## config.mk

```make
export PLATFORM = sky130hd
export DESIGN_NAME = uart_baud_gen
export DESIGN_NICKNAME = d
export VERILOG_FILES = /design/src/rtl/uart_pkg.sv /design/src/rtl/uart_baud_frac_acc.sv /design/src/rtl/uart_baud_gen.sv
export SDC_FILE = /design/constraint.sdc
export NUM_CORES = 1
export LEC_CHECK = 0
export BUFFER_PORTS_ARGS = -buffer_cell sky130_fd_sc_hd__buf_4
export CORE_MARGIN = 2
export CORE_UTILIZATION = 60
export DETAILED_ROUTE_END_ITERATION = 10
export PLACE_DENSITY = 0.8
export SYNTH_ARGS = -nofsm -noshare
export SYNTH_HDL_FRONTEND = slang
export SYNTH_SLANG_ARGS = --single-unit
```

## constraint.sdc

```tcl
create_clock -name i_baud_gen_clk -period 6.85 [get_ports i_baud_gen_clk]
set_input_delay 0.685 -clock i_baud_gen_clk [delete_from_list [all_inputs] [get_ports i_baud_gen_clk]]
set_output_delay 0.685 -clock i_baud_gen_clk [all_outputs]
set_load 0.05 [all_outputs]
```

## src/rtl/uart_pkg.sv

```systemverilog
// Shared UART constants: default oversample ratio, divisor widths and reset divisor.
package uart_pkg;

  localparam int OSR_DEF          = 16;
  localparam int DIV_INT_W_DEF    = 16;
  localparam int DIV_FRAC_W_DEF   = 4;
  localparam int RST_DIV_INT_DEF  = 16;
  localparam int RST_DIV_FRAC_DEF = 0;

  typedef struct packed {
    logic [DIV_INT_W_DEF-1:0]  div_int;
    logic [DIV_FRAC_W_DEF-1:0] div_frac;
  } baud_div_t;

  // An integer divisor below 2 cannot produce a distinct tick cycle.
  function automatic logic div_int_ok(input logic [31:0] v);
    return v >= 32'd2;
  endfunction

endpackage

```

## src/rtl/uart_baud_frac_acc.sv

```systemverilog
// Fractional period counter: one os tick every div_int clocks, stretched by one
// clock after each fractional-accumulator carry.
module uart_baud_frac_acc
  import uart_pkg::*;
#(
  parameter int INT_WIDTH  = DIV_INT_W_DEF,
  parameter int FRAC_WIDTH = DIV_FRAC_W_DEF
) (
  input  logic                  clk,
  input  logic                  rst,
  input  logic                  en,
  input  logic                  acc_clr,
  input  logic [INT_WIDTH-1:0]  div_int,
  input  logic [FRAC_WIDTH-1:0] div_frac,
  output logic                  fire,
  output logic                  os_tick
);

  logic [INT_WIDTH:0]    cnt_q, cnt_d, limit;
  logic [FRAC_WIDTH-1:0] acc_q, acc_d;
  logic                  carry_q, carry_d;
  logic                  os_tick_q, os_tick_d;

  always_comb begin
    limit     = {1'b0, div_int} + {{INT_WIDTH{1'b0}}, carry_q};
    fire      = en && (cnt_q == (limit - {{INT_WIDTH{1'b0}}, 1'b1}));
    cnt_d     = cnt_q + {{INT_WIDTH{1'b0}}, 1'b1};
    acc_d     = acc_q;
    carry_d   = carry_q;
    os_tick_d = 1'b0;
    if (!en) begin
      cnt_d   = '0;
      acc_d   = '0;
      carry_d = 1'b0;
    end else if (fire) begin
      cnt_d              = '0;
      os_tick_d          = 1'b1;
      {carry_d, acc_d}   = {1'b0, acc_q} + {1'b0, div_frac};
    end
    // A newly applied divisor starts from a clean fractional phase.
    if (acc_clr) begin
      acc_d   = '0;
      carry_d = 1'b0;
    end
  end

  always_ff @(posedge clk) begin
    if (rst) begin
      cnt_q     <= '0;
      acc_q     <= '0;
      carry_q   <= 1'b0;
      os_tick_q <= 1'b0;
    end else begin
      cnt_q     <= cnt_d;
      acc_q     <= acc_d;
      carry_q   <= carry_d;
      os_tick_q <= os_tick_d;
    end
  end

  assign os_tick = os_tick_q;

endmodule

```

## src/rtl/uart_baud_gen.sv

```systemverilog
// Fractional-divisor UART baud generator: os tick, bit tick every OSR os ticks,
// decoded baud clock level, and a divisor update applied on bit boundaries.
module uart_baud_gen
  import uart_pkg::*;
#(
  parameter int INT_WIDTH    = DIV_INT_W_DEF,
  parameter int FRAC_WIDTH   = DIV_FRAC_W_DEF,
  parameter int OSR          = OSR_DEF,
  parameter int RST_DIV_INT  = RST_DIV_INT_DEF,
  parameter int RST_DIV_FRAC = RST_DIV_FRAC_DEF
) (
  input  logic                  i_baud_gen_clk,
  input  logic                  i_baud_gen_rst,
  input  logic                  i_baud_gen_en,
  input  logic                  i_baud_gen_cfg_valid,
  input  logic [INT_WIDTH-1:0]  i_baud_gen_cfg_int,
  input  logic [FRAC_WIDTH-1:0] i_baud_gen_cfg_frac,
  output logic                  o_baud_gen_cfg_ready,
  output logic                  o_baud_gen_cfg_err,
  output logic                  o_baud_gen_os_tick,
  output logic                  o_baud_gen_bit_tick,
  output logic                  o_baud_gen_baud_clk
);

  localparam int                OSR_W   = $clog2(OSR);
  localparam logic [OSR_W-1:0]  OSR_MAX = OSR_W'(OSR - 1);

  logic [INT_WIDTH-1:0]  div_int_q, div_int_d, pend_int_q, pend_int_d;
  logic [FRAC_WIDTH-1:0] div_frac_q, div_frac_d, pend_frac_q, pend_frac_d;
  logic                  pend_q, pend_d;
  logic [OSR_W-1:0]      os_cnt_q, os_cnt_d;
  logic                  bit_tick_q, bit_tick_d;
  logic                  baud_clk_q, baud_clk_d;
  logic                  cfg_err_q, cfg_err_d;
  logic                  os_fire, os_tick, bit_fire, apply, cfg_acc, cfg_ok;

  uart_baud_frac_acc #(
    .INT_WIDTH  (INT_WIDTH),
    .FRAC_WIDTH (FRAC_WIDTH)
  ) u_frac_acc (
    .clk      (i_baud_gen_clk),
    .rst      (i_baud_gen_rst),
    .en       (i_baud_gen_en),
    .acc_clr  (apply),
    .div_int  (div_int_q),
    .div_frac (div_frac_q),
    .fire     (os_fire),
    .os_tick  (os_tick)
  );

  always_comb begin
    cfg_acc  = i_baud_gen_cfg_valid && !pend_q;
    cfg_ok   = div_int_ok(32'(i_baud_gen_cfg_int));
    bit_fire = os_fire && (os_cnt_q == OSR_MAX);
    // pend_q is still clear on the acceptance edge, so a config accepted on a
    // bit edge naturally waits for the following boundary.
    apply    = pend_q && (!i_baud_gen_en || bit_fire);

    os_cnt_d = os_cnt_q;
    if (!i_baud_gen_en)  os_cnt_d = '0;
    else if (os_fire)    os_cnt_d = os_cnt_q + OSR_W'(1);
    bit_tick_d = bit_fire;
    baud_clk_d = os_cnt_d[OSR_W-1];

    div_int_d   = div_int_q;
    div_frac_d  = div_frac_q;
    pend_d      = pend_q;
    pend_int_d  = pend_int_q;
    pend_frac_d = pend_frac_q;
    cfg_err_d   = cfg_acc && !cfg_ok;
    if (apply) begin
      div_int_d  = pend_int_q;
      div_frac_d = pend_frac_q;
      pend_d     = 1'b0;
    end
    if (cfg_acc && cfg_ok) begin
      pend_d      = 1'b1;
      pend_int_d  = i_baud_gen_cfg_int;
      pend_frac_d = i_baud_gen_cfg_frac;
    end
  end

  always_ff @(posedge i_baud_gen_clk) begin
    if (i_baud_gen_rst) begin
      div_int_q   <= INT_WIDTH'(RST_DIV_INT);
      div_frac_q  <= FRAC_WIDTH'(RST_DIV_FRAC);
      pend_q      <= 1'b0;
      pend_int_q  <= '0;
      pend_frac_q <= '0;
      os_cnt_q    <= '0;
      bit_tick_q  <= 1'b0;
      baud_clk_q  <= 1'b0;
      cfg_err_q   <= 1'b0;
    end else begin
      div_int_q   <= div_int_d;
      div_frac_q  <= div_frac_d;
      pend_q      <= pend_d;
      pend_int_q  <= pend_int_d;
      pend_frac_q <= pend_frac_d;
      os_cnt_q    <= os_cnt_d;
      bit_tick_q  <= bit_tick_d;
      baud_clk_q  <= baud_clk_d;
      cfg_err_q   <= cfg_err_d;
    end
  end

  assign o_baud_gen_cfg_ready = !pend_q;
  assign o_baud_gen_cfg_err   = cfg_err_q;
  assign o_baud_gen_os_tick   = os_tick;
  assign o_baud_gen_bit_tick  = bit_tick_q;
  assign o_baud_gen_baud_clk  = baud_clk_q;

endmodule

```

* Word level (Yosys, flattened, before mapping)
Index checks and enable logic that the tools add are counted.
** Cells by class
- $lt $le $gt $ge :: 1
- Multiplexer cells :: 3
- Equal/unequal tests :: 2
- Reduce and logical (&&, ||, !) cells :: 14
- Add/subtract/negate cells :: 5
- Bitwise gates (word level) :: 1
** Operators with widths (count)
- $add A16 B1 Y17 :: 1
- $add A17 B1 Y17 const B :: 1
- $eq A17 B17 Y1 :: 1
- $sub A17 B1 Y17 const B :: 1
- $ge A16 B2 Y1 const B :: 1
- $logic_and A1 B1 Y1 :: 6
- $reduce_or A3 Y1 :: 2
- $add A4 B4 Y5 :: 1
- $add A4 B1 Y4 const B :: 1
- $eq A4 B4 Y1 const B :: 1
- $logic_not A1 Y1 :: 3
- $mux W1 :: 3
- $reduce_bool A2 Y1 :: 1
- $reduce_or A2 Y1 :: 1
- $logic_or A1 B1 Y1 :: 1
- $not A1 Y1 :: 1
** Word-level totals
- Bits of input ports :: 24
- Output and inout bits :: 5
- Word-level logic and storage cells :: 39
- Bits in registers :: 70

* Longest topological paths before layout
- Depth in word-level cells :: 9
- Mapped depth :: 12
- Mapped depth without buffers :: 10

* Cells and area by module
Synthesis repeated with hierarchy kept, for this count alone.
** Unflattened totals
- Cells, all modules :: 376
- Area total of the unflattened synthesis :: 3432.0 um^2
** Modules (own cells, without submodules)
- uart_baud_gen :: cells each 162, instances 1, area each 1719.1 um^2, seq. area each 940.9 um^2
- uart_baud_frac_acc :: cells each 214, instances 1, area each 1712.9 um^2, seq. area each 460.4 um^2

* Least setup slack after synthesis
OpenSTA, ideal clock, no wires.
- Path kind :: register to register
- Start :: reg div_int_q[0]
- End :: reg os_cnt_q[3]
- Buffers on the path :: 1
- Stages on the path, launching flop included :: 12
- Required time :: 6.780 ns
- Arrival :: 3.085 ns
- Setup time :: 0.070 ns
- Period minus slack after synthesis :: 3.155 ns
- Slack :: 3.695 ns
- Cell sequence :: dfxtp_1 inv_1 ha_1 ha_1 or3b_1 or4_4 a211oi_2 nand4_1 or3_1 buf_2 or4_1 a21oi_1
** On the way
- Longest elaborated chain between the ends :: 4
** Ends and longest elaborated chain
- start: declaration :: line uart_baud_gen.sv:28 : logic [INT_WIDTH-1:0] div_int_q, div_int_d, pend_int_q, pend_int_d;
- start signal: assignment :: line uart_baud_gen.sv:85 : div_int_q <= INT_WIDTH'(RST_DIV_INT);
- start signal: assignment :: line uart_baud_gen.sv:95 : div_int_q <= div_int_d;
- $add A16 B1 Y17 :: line uart_baud_frac_acc.sv:25 : limit = {1'b0, div_int} + {{INT_WIDTH{1'b0}}, carry_q};
- $sub A17 B1 Y17 :: line uart_baud_frac_acc.sv:26 : fire = en && (cnt_q == (limit - {{INT_WIDTH{1'b0}}, 1'b1}));
- $eq A17 B17 Y1 :: line uart_baud_frac_acc.sv:26
- $logic_and A1 B1 Y1 :: line uart_baud_frac_acc.sv:26
- end signal: assignment :: line uart_baud_gen.sv:100 : os_cnt_q <= os_cnt_d;
- end: declaration :: line uart_baud_gen.sv:31 : logic [OSR_W-1:0] os_cnt_q, os_cnt_d;
No other way between the ends.
A chain may end at the register's enable or synchronous reset.

* Worst setup path in the final report
- Start :: reg div_int_q[0]
- End :: reg u_frac_acc.cnt_q[6]
** On the way
- Longest elaborated chain between the ends :: 5
** Ends and longest elaborated chain
- $add A16 B1 Y17 :: line uart_baud_frac_acc.sv:25
- $sub A17 B1 Y17 :: line uart_baud_frac_acc.sv:26
- $eq A17 B17 Y1 :: line uart_baud_frac_acc.sv:26
- $logic_and A1 B1 Y1 :: line uart_baud_frac_acc.sv:26
- $reduce_or A3 Y1 (no line)
- end signal: assignment :: line uart_baud_frac_acc.sv:54 : cnt_q <= cnt_d;
- end: declaration :: line uart_baud_frac_acc.sv:19 : logic [INT_WIDTH:0] cnt_q, cnt_d, limit;
No other way between the ends.

==> reports/results.ini <==
[yosys]
synth_edf_count = 0
synth_top_family_by_area = simple AND/OR/NAND/NOR gates
ys.warnings.count = 0
ys.flop_type = dfxtp_1
synth_fa_ha_area_share_pct = 3.28
synthMuxAreaShare_pct = 10.9
yosys.area_share.simple_pct = 24.2
synthArstFlopShare_pct = 0
yosys.area_share.xor_xnor_pct = 8.38
yosys_register_bits = 70
synth_area_um2 = 3660
synth_compound_area_share_pct = 9.54
avgSynthCellArea_um2 = 8.90
synth_nets = 444
ys_seq_area_share_pct = 38.3
ys_types = 54
synth_cells = 411

[global_route]
grtUsageTotal_pct = 23.0
grt_antenna_before_repair = 0
grtUsageMet2_pct = 35.3
grt_pass1_wl_um = 11800
grt_use_met1_pct = 31.8
grt_pass1_vias = 2576
grtUsageMet3_pct = 4.18
overflow = 0
grt_max_degree = 65
busiest_layer = met2

[setup_path]
r2r-start = div_int_q[0]
cp.arrival_ps = 3800
crit_family = simple AND/OR/NAND/NOR gates
r2r_cells = 10
cpMostUsedCell = ha_1
crit_path_end_kind = register
criticalPathCategory = register to register
worstPathMaxFanout = 17
worstPathCellList = inv_1 -> ha_1 -> ha_1 -> or3b_1 -> or4_4 -> a211oi_2 -> nand4_1 -> or3_1 -> o21bai_2 -> nor2_1
crit_buf_inv = 1
worstPathRequired_ps = 7050
cp_slowest_cell = o21bai_2
rrSetupSlack_ps = 3250
cp-start-kind = register
cpPeakStageDelay_ps = 610
rr_endpoint = u_frac_acc.cnt_q[6]

[cts]
cts_tree = yes
cts_max_path_buffers = 2
post_cts_resized = 0
cts_sinks = 70
numCtsBuffers = 9
ctsRootBufferMaster = clkbuf_8
clkTransAtPathRegs_ps = 70
cts_setup_buffers = 0
clock_latency_ps = 340
cts_htree_levels = 3
hold_buffers = 0

[floorplan]
num_rows = 28
die_area_um2 = 6740
num_io_pins = 29
fp.dieW_um = 82.1
chipHeight_um = 82.1
floorplan.initialDensity_pct = 61.8
fp.coreArea_um2 = 5920

[pwr]
vdd_drop_max_mv = 0.143
netSwitchingPower_mw = 0.200
p_clk_share_pct = 39.8
swShare_pct = 23.7
leakage_nw = 1.57
cellPowerDensity_nw_per_um2 = 209
seqPwrFrac_pct = 50.6
power_frac_comb_pct = 9.6
total_power_mw = 0.843
intPower_mw = 0.643

[timing]
finalWorstPathRequiredPeriod_ps = 3600
rsz0062_at_grt = no
slew_headroom_pct = 22.4
clock_skew_ps = 7.68
max_clock_freq_mhz = 278
tightest_slew_ps = 1160
finalHoldViolations = 0
maxSlewViolCount = 0
post-route-period-util_pct = 52.5
setup_violations = 0
tns_ps = 0
hold_ws_ps = 469
worst_slack_ps = 3250

[placed_design]
place_congestion = 0.842
placed_cells = 485
dp_hpwl_um = 5130
port_buffers = 28
placed_area_um2 = 3840
pre_cts_slack_ps = 3250

[detailed_routing]
drc = 0
routedWlPerCell_um = 14.5
viasPerCell = 5.81
drt_first_pass_iters = 5
ant_nets = 0
num_vias = 2912
drt_iter0_drc = 191
finalWirelength_um = 7260

[cells_and_area]
final_nets = 454
drive_above_1_share_pct = 12.2
antennaDiodeCount = 0
areaGrowthSynthToFinish_pct = 10.5
stdcell_area_um2 = 4040
final_cells = 501
utilization_pct = 68.3
num-fill-cells = 458
layout_commonest_cell = dfxtp_1
final_cell_mix = dfxtp_1 (70), nor2_1 (50), mux2i_1 (40)

[worst_hold_path]
whs_path_depth = 2
hold_class = register to register
min_from = pend_int_q[1]
whs_endpoint = div_int_q[1]

[outcome]
outcome = complete, no violations

[run]
drv_cap = 0

worst max-delay path by stage:
| stage | depth (start not counted) | start | slack, ps | to |
|---|---|---|---|---|
| 6_report | 10 | div_int_q[0] | 3250 | u_frac_acc.cnt_q[6] |
| 5_1_grt | 10 | div_int_q[0] | 3010 | u_frac_acc.cnt_q[5] |
| 4_1_cts | 10 | div_int_q[0] | 3230 | u_frac_acc.cnt_q[6] |
| 3_5_place_dp | 10 | div_int_q[0] | 3250 | u_frac_acc.cnt_q[12] |
| 3_3_place_gp | 10 | div_int_q[0] | 3320 | u_frac_acc.cnt_q[12] |
| 2_1_floorplan | 11 | div_int_q[0] | 3690 | os_cnt_q[3] |
cells by family (layout without fill, tap and decap cells):
| kind of cell | after synthesis | after routing |
|---|---|---|
| compound gates | 50 | 50 |
| buf+inv | 46 | 61 |
| fa+ha+maj | 9 | 9 |
| mux | 40 | 40 |
| flops | 70 | 70 |
| xor+xnor | 35 | 35 |
| simple gates | 161 | 161 |
sequential cells by signal, summed over array words and instances (netlist names):
name                 cells
u_frac_acc.cnt_q        17
div_frac_q               4
o_baud_gen_cfg_err       1
u_frac_acc.os_tick       1
os_cnt_q                 4
o_baud_gen_bit_tick      1
u_frac_acc.acc_q         4
u_frac_acc.carry_q       1
pend_int_q              16
pend_frac_q              4
div_int_q               16
pend_q                   1
power groups by stage:
stage | sequential, mW | combinational [mW] | clock, mW
2_1_floorplan | 0.432 | 0.0619 | 0
3_3_place_gp | 0.436 | 0.0785 | 0
3_5_place_dp | 0.436 | 0.0802 | 0
4_1_cts | 0.427 | 0.0805 | 0.340
5_1_grt | 0.428 | 0.0883 | 0.358
6_report | 0.427 | 0.0806 | 0.336
synthesized netlist by cell type (2+ instances only):
master	number	area share [%]
a211oi_1	2	0.41
a21oi_1	15	2.1
and3_1	4	0.68
buf_1	4	0.41
buf_2	5	0.68
buf_6	2	0.62
clkbuf_1	19	1.9
dfxtp_1	70	38
ha_1	8	2.7
inv_1	16	1.6
mux2i_1	40	11
nand2_1	6	0.62
nand2b_1	39	6.7
nand3_1	14	1.9
nand4_1	10	1.7
nor2_1	50	5.1
nor2b_1	2	0.34
nor3_1	4	0.55
nor3b_1	2	0.41
nor4_1	9	1.5
nor4b_1	3	0.72
o211ai_1	2	0.41
o21ai_0	8	1.1
o311ai_0	3	0.72
o31ai_1	4	0.82
o41a_1	2	0.62
or2_2	2	0.34
or3_1	3	0.51
or4_1	5	1.0
xnor2_1	22	5.3
xor2_1	13	3.1
worst min-delay path, cell delays in order (launching register included):
cell	delay [ps]
dfxtp_1	310
nand2b_1	60
mux2i_1	50
per-layer routing:
metal  vias to the layer above  share of wire (%)
met5                         -                  0
met4                         0                2.5
met3                        19                5.5
met2                        93                 44
met1                      1342                 48
li1                       1458                  -
final cells by class:
type	instances	area (um2)	area share [%]
clock inverters	3	42.5	1.05
multi-input cells	295	2070	51.2
well taps	75	93.8	2.32
flip-flops and latches	70	1400	34.7
repair buffers	29	218	5.38
clock buffers	13	159	3.93
inverters	16	60.1	1.49
No activity file was read; power rests on OpenSTA's default activity.
